==> src/rtl/spi_cfg_controller.sv <==
// Round-robin arbitrated SPI write master: 16-bit mode-0 frames {1'b1, addr[6:0], data[7:0]}, MSB first.
// Optional feature macro: SPI_CFG_ADDR_CHECK_EN (drop writes above 7'h04 with an err pulse).
module spi_cfg_controller #(
  parameter int CLK_DIV = 4,
  parameter int CS_GAP  = 4
) (
  input  logic       clk,
  input  logic       rst_n,
  input  logic       req0_valid,
  output logic       req0_ready,
  input  logic [6:0] req0_addr,
  input  logic [7:0] req0_data,
  input  logic       req1_valid,
  output logic       req1_ready,
  input  logic [6:0] req1_addr,
  input  logic [7:0] req1_data,
  output logic       nCS,
  output logic       SCLK,
  output logic       COPI,
  output logic       busy,
  output logic       done,
  output logic       grant_id,
  output logic       err
);

  localparam int CNT_MAX = (CLK_DIV > CS_GAP) ? CLK_DIV : CS_GAP;
  localparam int CW      = (CNT_MAX > 2) ? $clog2(CNT_MAX) : 1;
  localparam logic [CW-1:0] DIV_LAST = CW'(CLK_DIV - 1);
  localparam logic [CW-1:0] GAP_LAST = CW'(CS_GAP - 1);

  if (CLK_DIV < 2 || CS_GAP < 2) begin : g_param_check
    $error("spi_cfg_controller: CLK_DIV and CS_GAP must both be >= 2");
  end

  typedef enum logic [2:0] {
    ST_IDLE  = 3'd0,
    ST_SETUP = 3'd1,
    ST_HIGH  = 3'd2,
    ST_LOW   = 3'd3,
    ST_HOLD  = 3'd4,
    ST_GAP   = 3'd5
  } state_t;

  state_t          state_r, state_s;
  logic [CW-1:0]   cnt_r, cnt_s;
  logic [3:0]      bit_r, bit_s;
  logic [15:0]     frame_r, frame_s;
  logic            ptr_r, ptr_s;
  logic            grant_r, grant_s;
  logic            ncs_r, sclk_r, copi_r, busy_r, done_r, err_r;
  logic            ncs_s, sclk_s, copi_s, busy_s, done_s, err_s;
  logic            any_valid_s, sel_s, accept_s, bad_addr_s;
  logic [6:0]      acc_addr_s;
  logic [7:0]      acc_data_s;

  // Arbiter: a lone requester wins, a tie goes to the priority pointer.
  always_comb begin
    any_valid_s = req0_valid | req1_valid;
    sel_s       = (req0_valid && req1_valid) ? ptr_r : req1_valid;
    accept_s    = (state_r == ST_IDLE) && any_valid_s;
    acc_addr_s  = sel_s ? req1_addr : req0_addr;
    acc_data_s  = sel_s ? req1_data : req0_data;
`ifdef SPI_CFG_ADDR_CHECK_EN
    bad_addr_s  = (acc_addr_s > 7'h04);
`else
    bad_addr_s  = 1'b0;
`endif
  end

  assign req0_ready = rst_n & accept_s & ~sel_s;
  assign req1_ready = rst_n & accept_s & sel_s;

  // Next-state logic: every timed phase counts cnt_r from 0 to its last cycle.
  always_comb begin
    state_s = state_r;
    cnt_s   = cnt_r + {{(CW-1){1'b0}}, 1'b1};
    bit_s   = bit_r;
    frame_s = frame_r;
    ptr_s   = ptr_r;
    grant_s = grant_r;
    case (state_r)
      ST_IDLE: begin
        cnt_s = '0;
        if (accept_s) begin
          ptr_s   = ~sel_s;
          grant_s = sel_s;
          frame_s = {1'b1, acc_addr_s, acc_data_s};
          bit_s   = 4'd15;
          state_s = bad_addr_s ? ST_IDLE : ST_SETUP;
        end else begin
          state_s = ST_IDLE;
        end
      end
      ST_SETUP, ST_LOW: begin
        if (cnt_r == DIV_LAST) begin
          state_s = ST_HIGH;
          cnt_s   = '0;
        end else begin
          state_s = state_r;
        end
      end
      ST_HIGH: begin
        if (cnt_r == DIV_LAST) begin
          cnt_s = '0;
          if (bit_r == 4'd0) begin
            state_s = ST_HOLD;
          end else begin
            state_s = ST_LOW;
            bit_s   = bit_r - 4'd1;
          end
        end else begin
          state_s = ST_HIGH;
        end
      end
      ST_HOLD: begin
        if (cnt_r == DIV_LAST) begin
          state_s = ST_GAP;
          cnt_s   = '0;
        end else begin
          state_s = ST_HOLD;
        end
      end
      ST_GAP: begin
        if (cnt_r == GAP_LAST) begin
          state_s = ST_IDLE;
          cnt_s   = '0;
        end else begin
          state_s = ST_GAP;
        end
      end
      default: begin
        state_s = ST_IDLE;
        cnt_s   = '0;
      end
    endcase
  end

  // Output decode from the next state so the registered pins line up with the state.
  always_comb begin
    ncs_s  = 1'b1;
    sclk_s = 1'b0;
    copi_s = 1'b0;
    busy_s = (state_s != ST_IDLE);
    done_s = (state_s == ST_GAP) && (state_r != ST_GAP);
    err_s  = accept_s & bad_addr_s;
    case (state_s)
      ST_SETUP, ST_LOW: begin
        ncs_s  = 1'b0;
        copi_s = frame_s[bit_s];
      end
      ST_HIGH: begin
        ncs_s  = 1'b0;
        sclk_s = 1'b1;
        copi_s = frame_s[bit_s];
      end
      ST_HOLD: ncs_s = 1'b0;
      default: ncs_s = 1'b1;
    endcase
  end

  // State, counters, latched frame and arbiter pointer.
  always_ff @(posedge clk or negedge rst_n) begin
    if (!rst_n) begin
      state_r <= ST_IDLE;
      cnt_r   <= '0;
      bit_r   <= 4'd0;
      frame_r <= 16'h0000;
      ptr_r   <= 1'b0;
      grant_r <= 1'b0;
    end else begin
      state_r <= state_s;
      cnt_r   <= cnt_s;
      bit_r   <= bit_s;
      frame_r <= frame_s;
      ptr_r   <= ptr_s;
      grant_r <= grant_s;
    end
  end

  // Registered SPI pins and status pulses.
  always_ff @(posedge clk or negedge rst_n) begin
    if (!rst_n) begin
      ncs_r  <= 1'b1;
      sclk_r <= 1'b0;
      copi_r <= 1'b0;
      busy_r <= 1'b0;
      done_r <= 1'b0;
      err_r  <= 1'b0;
    end else begin
      ncs_r  <= ncs_s;
      sclk_r <= sclk_s;
      copi_r <= copi_s;
      busy_r <= busy_s;
      done_r <= done_s;
      err_r  <= err_s;
    end
  end

  assign nCS      = ncs_r;
  assign SCLK     = sclk_r;
  assign COPI     = copi_r;
  assign busy     = busy_r;
  assign done     = done_r;
  assign grant_id = grant_r;
  assign err      = err_r;

endmodule

==> config.mk <==
export PLATFORM = sky130hd
export DESIGN_NAME = spi_cfg_controller
export DESIGN_NICKNAME = d
export VERILOG_FILES = /design/src/rtl/spi_cfg_controller.sv
export SDC_FILE = /design/constraint.sdc
export NUM_CORES = 1
export LEC_CHECK = 0
export CORE_ASPECT_RATIO = 1.2
export CORE_MARGIN = 3
export CORE_UTILIZATION = 40
export CTS_CLUSTER_DIAMETER = 30
export DETAILED_ROUTE_END_ITERATION = 8
export PLACE_DENSITY = 0.67
export SYNTH_ARGS = -nofsm -noshare
export SYNTH_HDL_FRONTEND = slang
export SYNTH_SLANG_ARGS = --single-unit
==> constraint.sdc <==
create_clock -name clk -period 3.65 [get_ports clk]
set_input_delay 0.73 -clock clk [delete_from_list [all_inputs] [get_ports clk]]
set_output_delay 0.73 -clock clk [all_outputs]
set_load 0.02 [all_outputs]
# After elaboration in Yosys (flattened, before gate mapping)

Cells that the tools add are included.

Register bits after elaboration: 32
Input bits: 34

Add/sub/neg operators: 2
$lt $le $gt $ge: 1
Eq/ne operators: 12
Mux-type cells: 23
Bitwise gates (word level): 5
Reduce and logical (&&, ||, !) cells: 11

Operators with widths:

| operator            | number |
|---|---|
| $mux 16             | 2 |
| $pmux 3 s5          | 1 |
| $eq 3x2->1 const B  | 4 |
| $eq 3x3->1 const B  | 4 |
| $mux 3              | 4 |
| $mux 4              | 3 |
| $mux 8              | 1 |
| $pmux 4 s2          | 1 |
| $mux 1              | 7 |
| $mux 7              | 1 |
| $eq 3x1->1 const B  | 2 |
| $lt 4x5->1 const B  | 1 |
| $reduce_or 5->1     | 1 |
| $bmux 1 s4          | 1 |
| $logic_not 4->1     | 1 |
| $mux 2              | 2 |
| $reduce_or 4->1     | 1 |
| $sub 4x1->4 const B | 1 |
| $and 1x1->1         | 3 |
| $logic_and 1x1->1   | 3 |
| $logic_not 3->1     | 1 |
| $ne 3x3->1 const B  | 1 |
| $reduce_bool 3->1   | 1 |
| $reduce_or 3->1     | 1 |
| other kinds (6)     | 6 |

# Longest topological paths before layout

Gate-level depths: netlist of the first run.

Word-level depth: 8
Gate-level depth with buffers: 10
Gate-level depth less buffers: 9

# Worst setup path after synthesis of the first run

OpenSTA, ideal clock, no wires.

Path kind: in2out
Start point: input req1_valid
End point: output req0_ready
Arrival time: 2.296 ns
Data required time: 2.920 ns
Setup slack: 0.624 ns
Stages on the path: 4
Cell sequence: o21bai_1 buf_2 clkbuf_1 a2111oi_0

Longest elaborated chain between the ends: 4
Elaborated cells on any way between the ends: 7

RTL lines:

| item                                            | RTL line | text |
|---|---|---|
| start: declaration                              | 13       | `input logic req1_valid,` |
| $or 1x1->1 or $logic_and 1x1->1 (tied branches) | 58, 59   |  |
| $logic_and 1x1->1 or $mux 1 (tied branches)     | 60, 59   |  |
| $and 1x1->1 or $not 1->1 (tied branches)        | 70       | `assign req0_ready = rst_n & accept_s & ~sel_s;` |
| $and 1x1->1 (*)                                 | 70       |  |
| end: declaration                                | 10       | `output logic req0_ready,` |

Every way passes the cells marked *; elsewhere a longest branch is shown, timed or not.

# Final worst setup path of the first run

Same ends and word-level chain as after synthesis.

==> impl_summary.md, run 1 <==
Run status
The run finished with clean final reports.

Floorplan
The die footprint is 5290 sq um. The core box area is 4100 sq um. The die boundary width is 66.9 microns. The count of boundary I/O pins is 43.

The initialized floorplan defines 25 standard-cell rows. The initial core utilization is 0.435. The height of the die is 79.1 microns.

Worst hold path
The path with the worst hold slack has its endpoint at frame_r[15]$_DFF_PN0_. In this run the most critical hold path is launched from frame_r[15]$_DFF_PN0_. Along the worst hold path, the cell count comes to 1. The tightest min-delay check is of the reg2reg type.

Power
The cell area power density is 655 nW/um^2. Summed over all nets, the switching power comes to 0.515 mW. The analysis attributes to cell leakage a power of 0.872 nW. The internal power is 0.989 mW.

The design draws 1.50 mW. The relative contribution of the clock network to total power is 0.183. Of the total power, registers draw 0.368.

The logic gate share of total power is 0.449. The worst ir drop on vdd is 0.000270 V. The switching power as a share of total power is 0.343.

Detailed routing
The post-detailed-route wirelength per cell is 16.3 microns. Summed over all layers, the routed wires come to 4170 microns. Detailed routing inserted a total of 1445 vias.

After the first detailed-routing iteration, the DRC count stood at 87. The DRC violation count after routing is 0. The antenna violation net count after detailed routing is 0.

For this run, the detailed router's first-pass iteration total came to 4. The per-cell via count in the routed design is 5.64.

Logic synthesis
The cell taking the most area after synthesis is sky130_fd_sc_hd__dfrtp_1. After synthesis, the cell types taking the most area are sky130_fd_sc_hd__dfrtp_1, sky130_fd_sc_hd__o221a_2, sky130_fd_sc_hd__o21bai_1. After synthesis, the share of flip-flops with an asynchronous set or reset is 1.00. The number of synthesized register bits is 32. Counting flops with a built-in enable in the synthesized netlist gives 0.

The yosys synthesis warning count is 0. The distinct cell type count of the synthesized netlist is 50. When the netlist entered floorplanning its net count stood at 197. The gate count of the mapped netlist is 160. The top flip-flop cell by instance count after synthesis is sky130_fd_sc_hd__dfrtp_1. The post-synthesis area per instance is 11.1 sq um.

Of the post-synthesis cell area, the dominant cell type holds 0.436. Summing every instance area after synthesis gives 1780 sq um. The share of the Yosys chip area taken by registers is 0.450.

Layout
The number of inserted filler cells in the final layout is 379. The library cells used most frequently in the layout, excluding fill and tap cells, are sky130_fd_sc_hd__clkdlybuf4s50_1, sky130_fd_sc_hd__dfrtp_1, sky130_fd_sc_hd__o21bai_1. In the final layout, the share of cells above drive strength 1 is 0.188. The final layout contains 238 nets. The most common cell after layout, fill and taps aside is sky130_fd_sc_hd__clkdlybuf4s50_1. 0 antenna diodes ended up in the layout.

Relative to the synthesized area, the layout overhead comes to 29.0%. The final cell utilization of the core is 0.560. The area of all placed cells without fillers is 2300 sq um.

CTS
The root buffer cell is sky130_fd_sc_hd__clkbuf_8. The quantity of hold-fixing buffers added after cts is 0. TritonCTS built the clock tree. The later pin in the worst-skew pair is clocked with a latency of 0.28 ns. The clock input transition at the sequential cells of the worst setup and hold paths is 0.06 ns. The clock sink count is 32. After clock tree synthesis, the repair step resized 0 gates. The buffers inserted during post-CTS setup optimization is 0.

The number of levels in the clock H-tree is 2. The largest buffer count on any clock path is 2. TritonCTS created 5 clock buffers.

Global route
The initial antenna violation count was 0. The via count of the first global-routing pass is 1499. The first global-routing pass estimated 6910 microns of wire.

The pin count of the biggest net entering global routing is 33. Across every metal layer, demand over resource in global routing totals 0.173. The remaining global-route overflow is 0.

Place
Port buffering added 41 buffers. The area of placed instances is 2210 sq um. The pre-CTS setup slack is 0.133 ns. The weighted congestion reported at the end of routability-driven placement is 0.874. Detailed placement ended at an HPWL of 3100 microns.

STA
The measured slew at the worst slew-check pin is 0.535 ns. Of the available clock period, the critical path in the final layout requires 0.952. Setup repair after global routing left no endpoint under its margin. The headroom to the max-slew limit is 0.634. The total count of max-transition violations in the final report came to 0. The count of final hold-check violations came to 0. Setup violations remaining at the end of the flow were counted as 0. For the finished layout, the period the worst path requires is 3.47 ns. The upper clock frequency limit is 288 MHz. In the post-route analysis, the smallest setup slack over all paths is 0.176 ns. In the final timing run, aggregate negative setup slack is 0 ns. Between clock sinks in the finished design, the worst skew comes to 0.00428 ns.

Setup path
STA classifies the critical path startpoint as an input pin. The depth of the most critical reg-to-reg path is 9. In this run the critical register-to-register path is captured at COPI$_DFF_PN0_. Data arrives at the worst endpoint at 2.74 ns.

The reg-to-reg setup timing slack is 0.92 ns. On the critical path, the stage with the largest delay is an instance of sky130_fd_sc_hd__clkdlybuf4s50_1. In this design, the largest share of critical-path delay is due to buffers and inverters.

Walking the worst path, the cells encountered are clkdlybuf4s50_1, o21bai_1, a2111oi_0, buf_4, clkdlybuf4s50_1. In this design, the stage delay of the slowest critical-path cell is 0.60 ns. The number of buffers and inverters on the critical path is 3. The biggest fanout along the worst timing path is 5. STA puts the critical path data required time at 2.92 ns. The critical path is of the in2out type. The type of element capturing the critical path is an output pin.

In this design, the critical path's most frequently occurring cell is sky130_fd_sc_hd__clkdlybuf4s50_1. In this run the critical register-to-register path is launched from bit_r[0]$_DFF_PN0_.

Run
The number of maximum-capacitance constraint violations is 0.
cell families after synthesis:
logic type,Yosys count,share of synthesized area
adder cells (fa/ha/maj),3,0.0211
XOR/XNOR,1,0.00492
AO/OA/AOI/OAI,54,0.258
other,1,0.00211
flip-flops,32,0.450
buffers and inverters,18,0.0611
multiplexers,9,0.0506
AND/OR/NAND/NOR,42,0.152
power by group through the flow:
stage | logic, mW | registers [mW] | clock network, mW
6_report | 0.675 | 0.554 | 0.275
5_1_grt | 0.739 | 0.570 | 0.303
4_1_cts | 0.681 | 0.555 | 0.282
3_5_place_dp | 0.675 | 0.560 | 0
3_3_place_gp | 0.659 | 0.552 | 0
2_1_floorplan | 0.523 | 0.550 | 0
area by class of cell:
type                            count  area, sq um  share of cell area
Clock buffer                        8         90.1              0.0392
Multi-Input combinational cell    110          870               0.379
Timing Repair Buffer               45          440               0.192
Inverter                            7         26.3              0.0114
Tap cell                           54         67.6              0.0294
Sequential cell                    32          802               0.349
metal layers:
metal  track usage  wire, microns  up-vias
li1              -              -      680
met2         0.303           2170       47
met3        0.0495            217        5
met1         0.205           1740      713
met5             0              0        -
met4        0.0426             42        0
how the worst max path moves through the flow:
stage	from	slack [ns]	end	cells after the start
floorplan	req1_valid	0.62	req0_ready	4
global placement	req1_valid	0.21	req0_ready	5
detailed placement	req1_valid	0.13	req0_ready	5
CTS	req1_valid	0.1	req0_ready	5
global route	req0_valid	0.005	req0_ready	5
finish	req1_valid	0.18	req0_ready	5
cell usage after synthesis, types with 2 or more instances:
cell type                   n
sky130_fd_sc_hd__o21bai_1  16
sky130_fd_sc_hd__buf_2      3
sky130_fd_sc_hd__nor2_1     5
sky130_fd_sc_hd__buf_6      4
sky130_fd_sc_hd__a22oi_1    3
sky130_fd_sc_hd__nand2_1   12
sky130_fd_sc_hd__mux2i_1    9
sky130_fd_sc_hd__nor3b_1    2
sky130_fd_sc_hd__nor3_1     3
sky130_fd_sc_hd__buf_4      2
sky130_fd_sc_hd__o221a_2   13
sky130_fd_sc_hd__inv_1      7
sky130_fd_sc_hd__clkbuf_1   2
sky130_fd_sc_hd__a21oi_1    4
sky130_fd_sc_hd__nand2b_1   2
sky130_fd_sc_hd__o21ai_0    4
sky130_fd_sc_hd__ha_1       3
sky130_fd_sc_hd__or2_4      2
sky130_fd_sc_hd__dfrtp_1   31
sky130_fd_sc_hd__nand3_2    2
sky130_fd_sc_hd__o221a_1    2
flip-flops by register name, indices dropped and copies added (netlist names):
register,count
nCS,1
cnt_r,2
busy,1
ptr_r,1
COPI,1
state_r,3
frame_r,16
done,1
grant_id,1
bit_r,4
SCLK,1
through the flow:
step,cells,hold slack [ns]
after floorplan,160,0.426
after global placement,248,0.446
after detailed placement,248,0.449
after CTS,256,0.464
after global routing,256,0.487
final,256,0.466
Power figures use the tool's default switching activity.
==> inputs of run 2 (changes only) <==
--- a/config.mk
+++ b/config.mk
@@ -10,7 +10,7 @@
 export CORE_UTILIZATION = 40
 export CTS_CLUSTER_DIAMETER = 30
 export DETAILED_ROUTE_END_ITERATION = 8
-export PLACE_DENSITY = 0.67
+export PLACE_DENSITY = 0.66
 export SYNTH_ARGS = -nofsm -noshare
 export SYNTH_HDL_FRONTEND = slang
 export SYNTH_SLANG_ARGS = --single-unit
==> impl_summary.md, run 2 (synthesis results as in run 1) <==
Detailed routing
The number of DRC violations after detailed-routing iteration 0 came to 128 (was 87). The wire length reported by the detailed router is 4280 microns (was 4170 microns). The total via count in the routed design was 1430 (was 1445). The per-cell via count in the routed design is 5.61 (was 5.64). The first-pass detailed-route iteration total came to 4 (unchanged). The antenna violation net count after detailed routing is 0 (unchanged). The post-detailed-route wirelength per cell came to 16.8 microns (was 16.3 microns). The DRC violation count after routing was 0 (unchanged).

Floorplan
The count of boundary I/O pins is 43 (unchanged). The height of the die is 79.1 microns (unchanged). The row count is 25 (unchanged). The die boundary width was 66.9 microns (unchanged). The initial core utilization is 0.435 (unchanged). The core box area was 4100 sq um (unchanged). The die footprint is 5290 sq um (unchanged).

STA
The smallest hold slack is 0.461 ns (was 0.466 ns). The headroom to the max-slew limit is 0.565 (was 0.634). The upper clock frequency limit is 308 MHz (was 288 MHz). The final setup violation count is 0 (unchanged).

The clock skew after layout is 0.00438 ns (was 0.00428 ns). The measured slew at the worst slew-check pin is 0.646 ns (was 0.535 ns). The setup total negative slack is 0 ns (unchanged).

The final critical path time including I/O delays and setup came to 3.24 ns (was 3.47 ns). The count of final hold-check violations came to 0 (unchanged). RSZ-0062 raised after global routing: no (unchanged).

The fraction of the cycle the final worst path needs is 0.889 (was 0.952). The total count of max-transition violations in the final report is 0 (unchanged).

Setup path
The biggest fanout along the worst timing path is 4 (was 5). The type of element capturing the critical path is an output pin (unchanged). The class of the most critical setup path is in2out (unchanged). The required time at the endpoint of the critical path is 2.92 ns (about the same). The depth of the most critical reg-to-reg path was 9 (unchanged). The reg-to-reg setup timing slack is 1.02 ns (was 0.92 ns). The critical path launch point type is an input pin (unchanged). The capture instance of the worst register-to-register path is COPI$_DFF_PN0_ (unchanged). The arrival time reported for the critical path endpoint is 2.51 ns (was 2.74 ns).

The startpoint of the worst-slack reg-to-reg timing path is bit_r[0]$_DFF_PN0_ (unchanged).

CTS
The clock sink count was 32 (unchanged). The number of levels in the clock H-tree is 2 (unchanged). The root buffer cell was sky130_fd_sc_hd__clkbuf_8 (unchanged).

The quantity of hold-fixing buffers added after cts is 0 (unchanged). The CTS tree is done (unchanged). The post-cts resize count is 0 (unchanged). The total clock buffers created by CTS is 5 (unchanged).

The clock input transition at the sequential cells of the worst setup and hold paths was 0.06 ns (about the same). The largest buffer count on any clock path was 2 (unchanged). The clock insertion delay at the later pin of the skew report is 0.29 ns (was 0.28 ns). The buffers inserted during post-CTS setup optimization came to 0 (unchanged).

Worst hold path
The class of the worst hold path is reg2reg (unchanged). The end of the worst hold path was frame_r[15]$_DFF_PN0_ (unchanged). The startpoint of the tightest hold check path is frame_r[15]$_DFF_PN0_ (unchanged). The count of cells along the worst hold path was 1 (unchanged).

Layout
The number of flip-flops under the largest register name is 16 (unchanged). The number of inserted filler cells in the final layout was 374 (was 379). Most used cells in the layout excluding fill and tap cells: sky130_fd_sc_hd__clkdlybuf4s50_1, sky130_fd_sc_hd__dfrtp_1, sky130_fd_sc_hd__o21bai_1 (unchanged).

The diode insertion count for antenna repair is 0 (unchanged). The area used by sequential logic in the layout was 802 sq um (unchanged). The share of layout cells above drive strength 1 was 0.189 (was 0.188). The multi-input logic area is 870 sq um (unchanged). The most flop-heavy register is frame_r (unchanged). The area growth from synthesis to final layout came to 29.1% (was 29.0%). The post-layout net count was 237 (was 238). Top flop regs: frame_r: 16 flops, bit_r: 4 flops, state_r: 3 flops (unchanged). The most common cell after layout, fill and taps aside is sky130_fd_sc_hd__clkdlybuf4s50_1 (unchanged).

Global route
The pin count of the biggest net entering global routing is 33 (unchanged). The wire length of the first global-routing pass is 7080 microns (was 6910 microns). The initial antenna violation count was 0 (unchanged). The via count of the first global-routing pass came to 1547 (was 1499).

The remaining global-route overflow was 0 (unchanged). The total routing resource utilization after global routing is 0.181 (was 0.173).

Place
The weighted congestion reported at the end of routability-driven placement is 0.795 (was 0.874). The port buffer count was 41 (unchanged). The sum of net half-perimeters after detailed placement came to 3100 microns (about the same).

Power
The worst ir drop on vdd is 0.000275 V (was 0.000270 V). The overall power of the completed layout is 1.52 mW (was 1.50 mW). The standby leakage power is 0.873 nW (was 0.872 nW). The cell area power density is 662 nW/um^2 (was 655 nW/um^2).

Run status
Run status: finished, final reports clean (unchanged).

Run
The number of maximum-capacitance constraint violations is 0 (unchanged).
## run 2: worst max path at each step
stage | endpoint | cells past startpoint | from
finish | req0_ready | 4 | req0_valid
global route | req0_ready | 4 | req1_valid
CTS | req0_ready | 4 | req0_valid
detailed placement | req0_ready | 4 | req0_valid
global placement | req0_ready | 4 | req0_valid
floorplan | req0_ready | 4 | req1_valid
## run 2: final cells by class
class                      instances  area share
tap                               54      0.0294
inverter                           7      0.0114
clock buffer                       8      0.0435
sequential                        32       0.349
multi-input combinational        110       0.378
timing repair buffer              44       0.188
## run 2: routing by layer
layer | wire [microns] | track usage
met1 | 1740 | 0.206
met2 | 2170 | 0.298
met3 | 273 | 0.0622
met4 | 102 | 0.0872
met5 | 0 | 0
## run 2: critical path, cell delays in order
cell and delay [ns]:
sky130_fd_sc_hd__clkdlybuf4s50_1 0.54, sky130_fd_sc_hd__nand2b_1 0.10, sky130_fd_sc_hd__a2111oi_0 0.45, sky130_fd_sc_hd__clkdlybuf4s50_1 0.69
## run 2: metrics by stage
step                      area (sq um)   util  worst slack, ns  instances
after floorplan                   1780      -            0.624        160
after global placement            2200  0.536            0.440        247
after detailed placement          2200  0.536            0.399        247
after CTS                         2300  0.561            0.360        255
after global routing              2300  0.561            0.287        255
final                             2300  0.561            0.407        255
## run 2: report_power, final
| part | internal, mW | total (mW) | switching (mW) |
|---|---|---|---|
| registers | 0.488 | 0.552 | 0.0641 |
| clock network | 0.172 | 0.298 | 0.127 |
| logic | 0.346 | 0.671 | 0.325 |
==> inputs of run 3 (changes only) <==
--- a/config.mk
+++ b/config.mk
@@ -5,12 +5,14 @@
 export SDC_FILE = /design/constraint.sdc
 export NUM_CORES = 1
 export LEC_CHECK = 0
+export CAP_MARGIN = 25
 export CORE_ASPECT_RATIO = 1.2
 export CORE_MARGIN = 3
-export CORE_UTILIZATION = 40
+export CORE_UTILIZATION = 41
 export CTS_CLUSTER_DIAMETER = 30
 export DETAILED_ROUTE_END_ITERATION = 8
-export PLACE_DENSITY = 0.66
+export HOLD_SLACK_MARGIN = 0.12
+export PLACE_DENSITY = 0.67
 export SYNTH_ARGS = -nofsm -noshare
 export SYNTH_HDL_FRONTEND = slang
 export SYNTH_SLANG_ARGS = --single-unit
==> impl_summary.md, run 3 (synthesis results as in run 1) <==
Setup path
The required time at the endpoint of the critical path is 2.92 ns (about the same). The type of element capturing the critical path is an output pin (unchanged). The class of the most critical setup path is in2out (unchanged). The critical path launch point type is an input pin (unchanged). The number of buffers and inverters on the critical path is 2 (unchanged). The launching instance or port of the critical path is req1_valid (was req0_valid). The startpoint of the worst-slack reg-to-reg timing path is bit_r[0]$_DFF_PN0_ (unchanged).

The top cell family by delay on the critical path is buffers and inverters (unchanged). The biggest fanout along the worst timing path is 5 (was 4). The cell with the biggest individual delay on the critical path is sky130_fd_sc_hd__clkdlybuf4s50_1 (unchanged). Ordered cell list for the critical path: clkdlybuf4s50_1, o21bai_1, a2111oi_0, clkdlybuf4s50_1 (was clkdlybuf4s50_1, nand2b_1, a2111oi_0, clkdlybuf4s50_1). The maximum single-stage delay on the critical path was 0.73 ns (was 0.69 ns). The arrival time reported for the critical path endpoint is 2.65 ns (was 2.51 ns). The library cell appearing most often on the critical path is sky130_fd_sc_hd__clkdlybuf4s50_1 (unchanged).

Global route
The wire length of the first global-routing pass is 7020 microns (was 7080 microns). The total routing resource utilization after global routing is 0.177 (was 0.181). The initial antenna violation count is 0 (unchanged). The via count of the first global-routing pass is 1447 (was 1547). The remaining global-route overflow is 0 (unchanged). The pin count of the biggest net entering global routing came to 33 (unchanged).

Floorplan
The die footprint was 5170 sq um (was 5290 sq um). The count of boundary I/O pins was 43 (unchanged). The die boundary width is 66.2 microns (was 66.9 microns). The initial core utilization is 0.438 (was 0.435).

The core box area is 4070 sq um (was 4100 sq um). The height of the die is 78.2 microns (was 79.1 microns). The row count was 25 (unchanged).

CTS
The total clock buffers created by CTS is 5 (unchanged). The clock insertion delay at the later pin of the skew report is 0.28 ns (was 0.29 ns). The number of levels in the clock H-tree was 2 (unchanged). The root buffer cell is sky130_fd_sc_hd__clkbuf_8 (unchanged).

The post-cts resize count was 0 (unchanged). The clock sink count is 32 (unchanged). The CTS tree is done (unchanged). The buffers inserted during post-CTS setup optimization is 0 (unchanged). The quantity of hold-fixing buffers added after cts came to 0 (unchanged). The clock input transition at the sequential cells of the worst setup and hold paths was 0.06 ns (about the same).

The largest buffer count on any clock path is 2 (unchanged).

Layout
The area growth from synthesis to final layout is 28.5% (was 29.1%). The multi-input logic area is 870 sq um (unchanged). The diode insertion count for antenna repair came to 0 (unchanged). Top flop regs: frame_r: 16 flops, bit_r: 4 flops, state_r: 3 flops (unchanged). The number of inserted filler cells in the final layout is 363 (was 374). The number of flip-flops under the largest register name is 16 (unchanged).

The post-layout net count was 237 (unchanged). The most flop-heavy register is frame_r (unchanged). The share of layout cells above drive strength 1 was 0.184 (was 0.189).

The most common cell after layout, fill and taps aside is sky130_fd_sc_hd__clkdlybuf4s50_1 (unchanged). Most used cells in the layout excluding fill and tap cells: sky130_fd_sc_hd__clkdlybuf4s50_1, sky130_fd_sc_hd__dfrtp_1, sky130_fd_sc_hd__o21bai_1 (unchanged). The area used by sequential logic in the layout is 802 sq um (unchanged).

STA
The total count of max-transition violations in the final report is 0 (unchanged). The final setup violation count is 0 (unchanged). The measured slew at the worst slew-check pin is 0.564 ns (was 0.646 ns). RSZ-0062 raised after global routing: no (unchanged). The worst-case setup margin in the final layout is 0.274 ns (was 0.407 ns).

The count of final hold-check violations is 0 (unchanged). The final critical path time including I/O delays and setup is 3.38 ns (was 3.24 ns). The fraction of the cycle the final worst path needs is 0.925 (was 0.889).

The setup total negative slack is 0 ns (unchanged). The headroom to the max-slew limit is 0.620 (was 0.565). The upper clock frequency limit is 296 MHz (was 308 MHz). The clock skew after layout is 0.00263 ns (was 0.00438 ns).

Place
The sum of net half-perimeters after detailed placement is 3100 microns (about the same). The pre-CTS setup slack is 0.328 ns (was 0.399 ns). The weighted congestion reported at the end of routability-driven placement is 0.854 (was 0.795). The port buffer count is 41 (unchanged).

Detailed routing
The DRC violation count after routing is 0 (unchanged). The first-pass detailed-route iteration total was 4 (unchanged). The total via count in the routed design is 1413 (was 1430).

The antenna violation net count after detailed routing is 0 (unchanged). The per-cell via count in the routed design was 5.54 (was 5.61). The number of DRC violations after detailed-routing iteration 0 was 84 (was 128). The wire length reported by the detailed router was 4250 microns (was 4280 microns). The post-detailed-route wirelength per cell is 16.7 microns (was 16.8 microns).

Run status
Run status: finished, final reports clean (unchanged).

Run
The number of maximum-capacitance constraint violations is 0 (unchanged).

Power
The standby leakage power was 0.867 nW (was 0.873 nW). The cell area power density was 655 nW/um^2 (was 662 nW/um^2). The worst ir drop on vdd is 0.000391 V (was 0.000275 V).

Worst hold path
The startpoint of the tightest hold check path was frame_r[15]$_DFF_PN0_ (unchanged). The class of the worst hold path is reg2reg (unchanged).
run 3: changes by cell type in the layout (fill, tap and decap cells not counted):
cell and change:
sky130_fd_sc_hd__clkbuf_1 +1, sky130_fd_sc_hd__clkbuf_8 -1
run 3: path summary, 6_finish.rpt:
path / slack [ns] / cells after the start / endpoint
setup / recovery: 0.27 / 4 / req0_ready
hold / removal: 0.46 / 1 / frame_r[15]$_DFF_PN0_
setup reg to reg: 0.88 / 9 / COPI$_DFF_PN0_
hold reg to reg: 0.46 / 1 / frame_r[15]$_DFF_PN0_
max in group asynchronous: 2.37 / 2 / nCS$_DFF_PN1_
min in group asynchronous: 0.97 / 2 / frame_r[8]$_DFF_PN0_
run 3: worst register-to-register path: stages, from the launching register on:
cell	delay, ns
sky130_fd_sc_hd__dfrtp_1	0.41
sky130_fd_sc_hd__inv_1	0.11
sky130_fd_sc_hd__ha_1	0.21
sky130_fd_sc_hd__or3b_4	0.42
sky130_fd_sc_hd__a32oi_2	0.21
sky130_fd_sc_hd__a22o_1	0.53
sky130_fd_sc_hd__mux2i_1	0.32
sky130_fd_sc_hd__a22oi_1	0.12
sky130_fd_sc_hd__a21oi_1	0.23
sky130_fd_sc_hd__nor4_2	0.06
run 3: area by class of cell:
| cell class | count | area share |
|---|---|---|
| clock buffer | 8 | 0.0394 |
| timing repair buffer | 44 | 0.189 |
| sequential | 32 | 0.350 |
| inverter | 7 | 0.0115 |
| multi-input combinational | 110 | 0.380 |
| tap | 54 | 0.0295 |
run 3: where the power goes:
group,total (mW),switching (mW),internal (mW),leakage [nW]
clock network,0.278,0.124,0.154,0.0455
logic,0.668,0.322,0.345,0.472
registers,0.554,0.0666,0.488,0.349
run 3: per-stage QoR:
step / instance area (sq um) / utilization / total power [mW] / hold slack (ns) / std cells
global route: 2290 / 0.563 / 1.61 / 0.467 / 255
floorplan: 1780 / - / 1.07 / 0.426 / 160
detailed placement: 2200 / 0.541 / 1.23 / 0.443 / 247
finish: 2290 / 0.563 / 1.50 / 0.457 / 255
global placement: 2200 / 0.541 / 1.21 / 0.439 / 247
CTS: 2290 / 0.563 / 1.52 / 0.457 / 255
run 3: metal layers:
layer	wire, microns	part of all wire	vias up	track usage
li1	-	-	677	-
met1	1810	0.43	689	0.215
met2	2200	0.52	41	0.304
met3	190	0.045	6	0.0372
met4	52	0.012	0	0.0630
met5	0	0	-	0
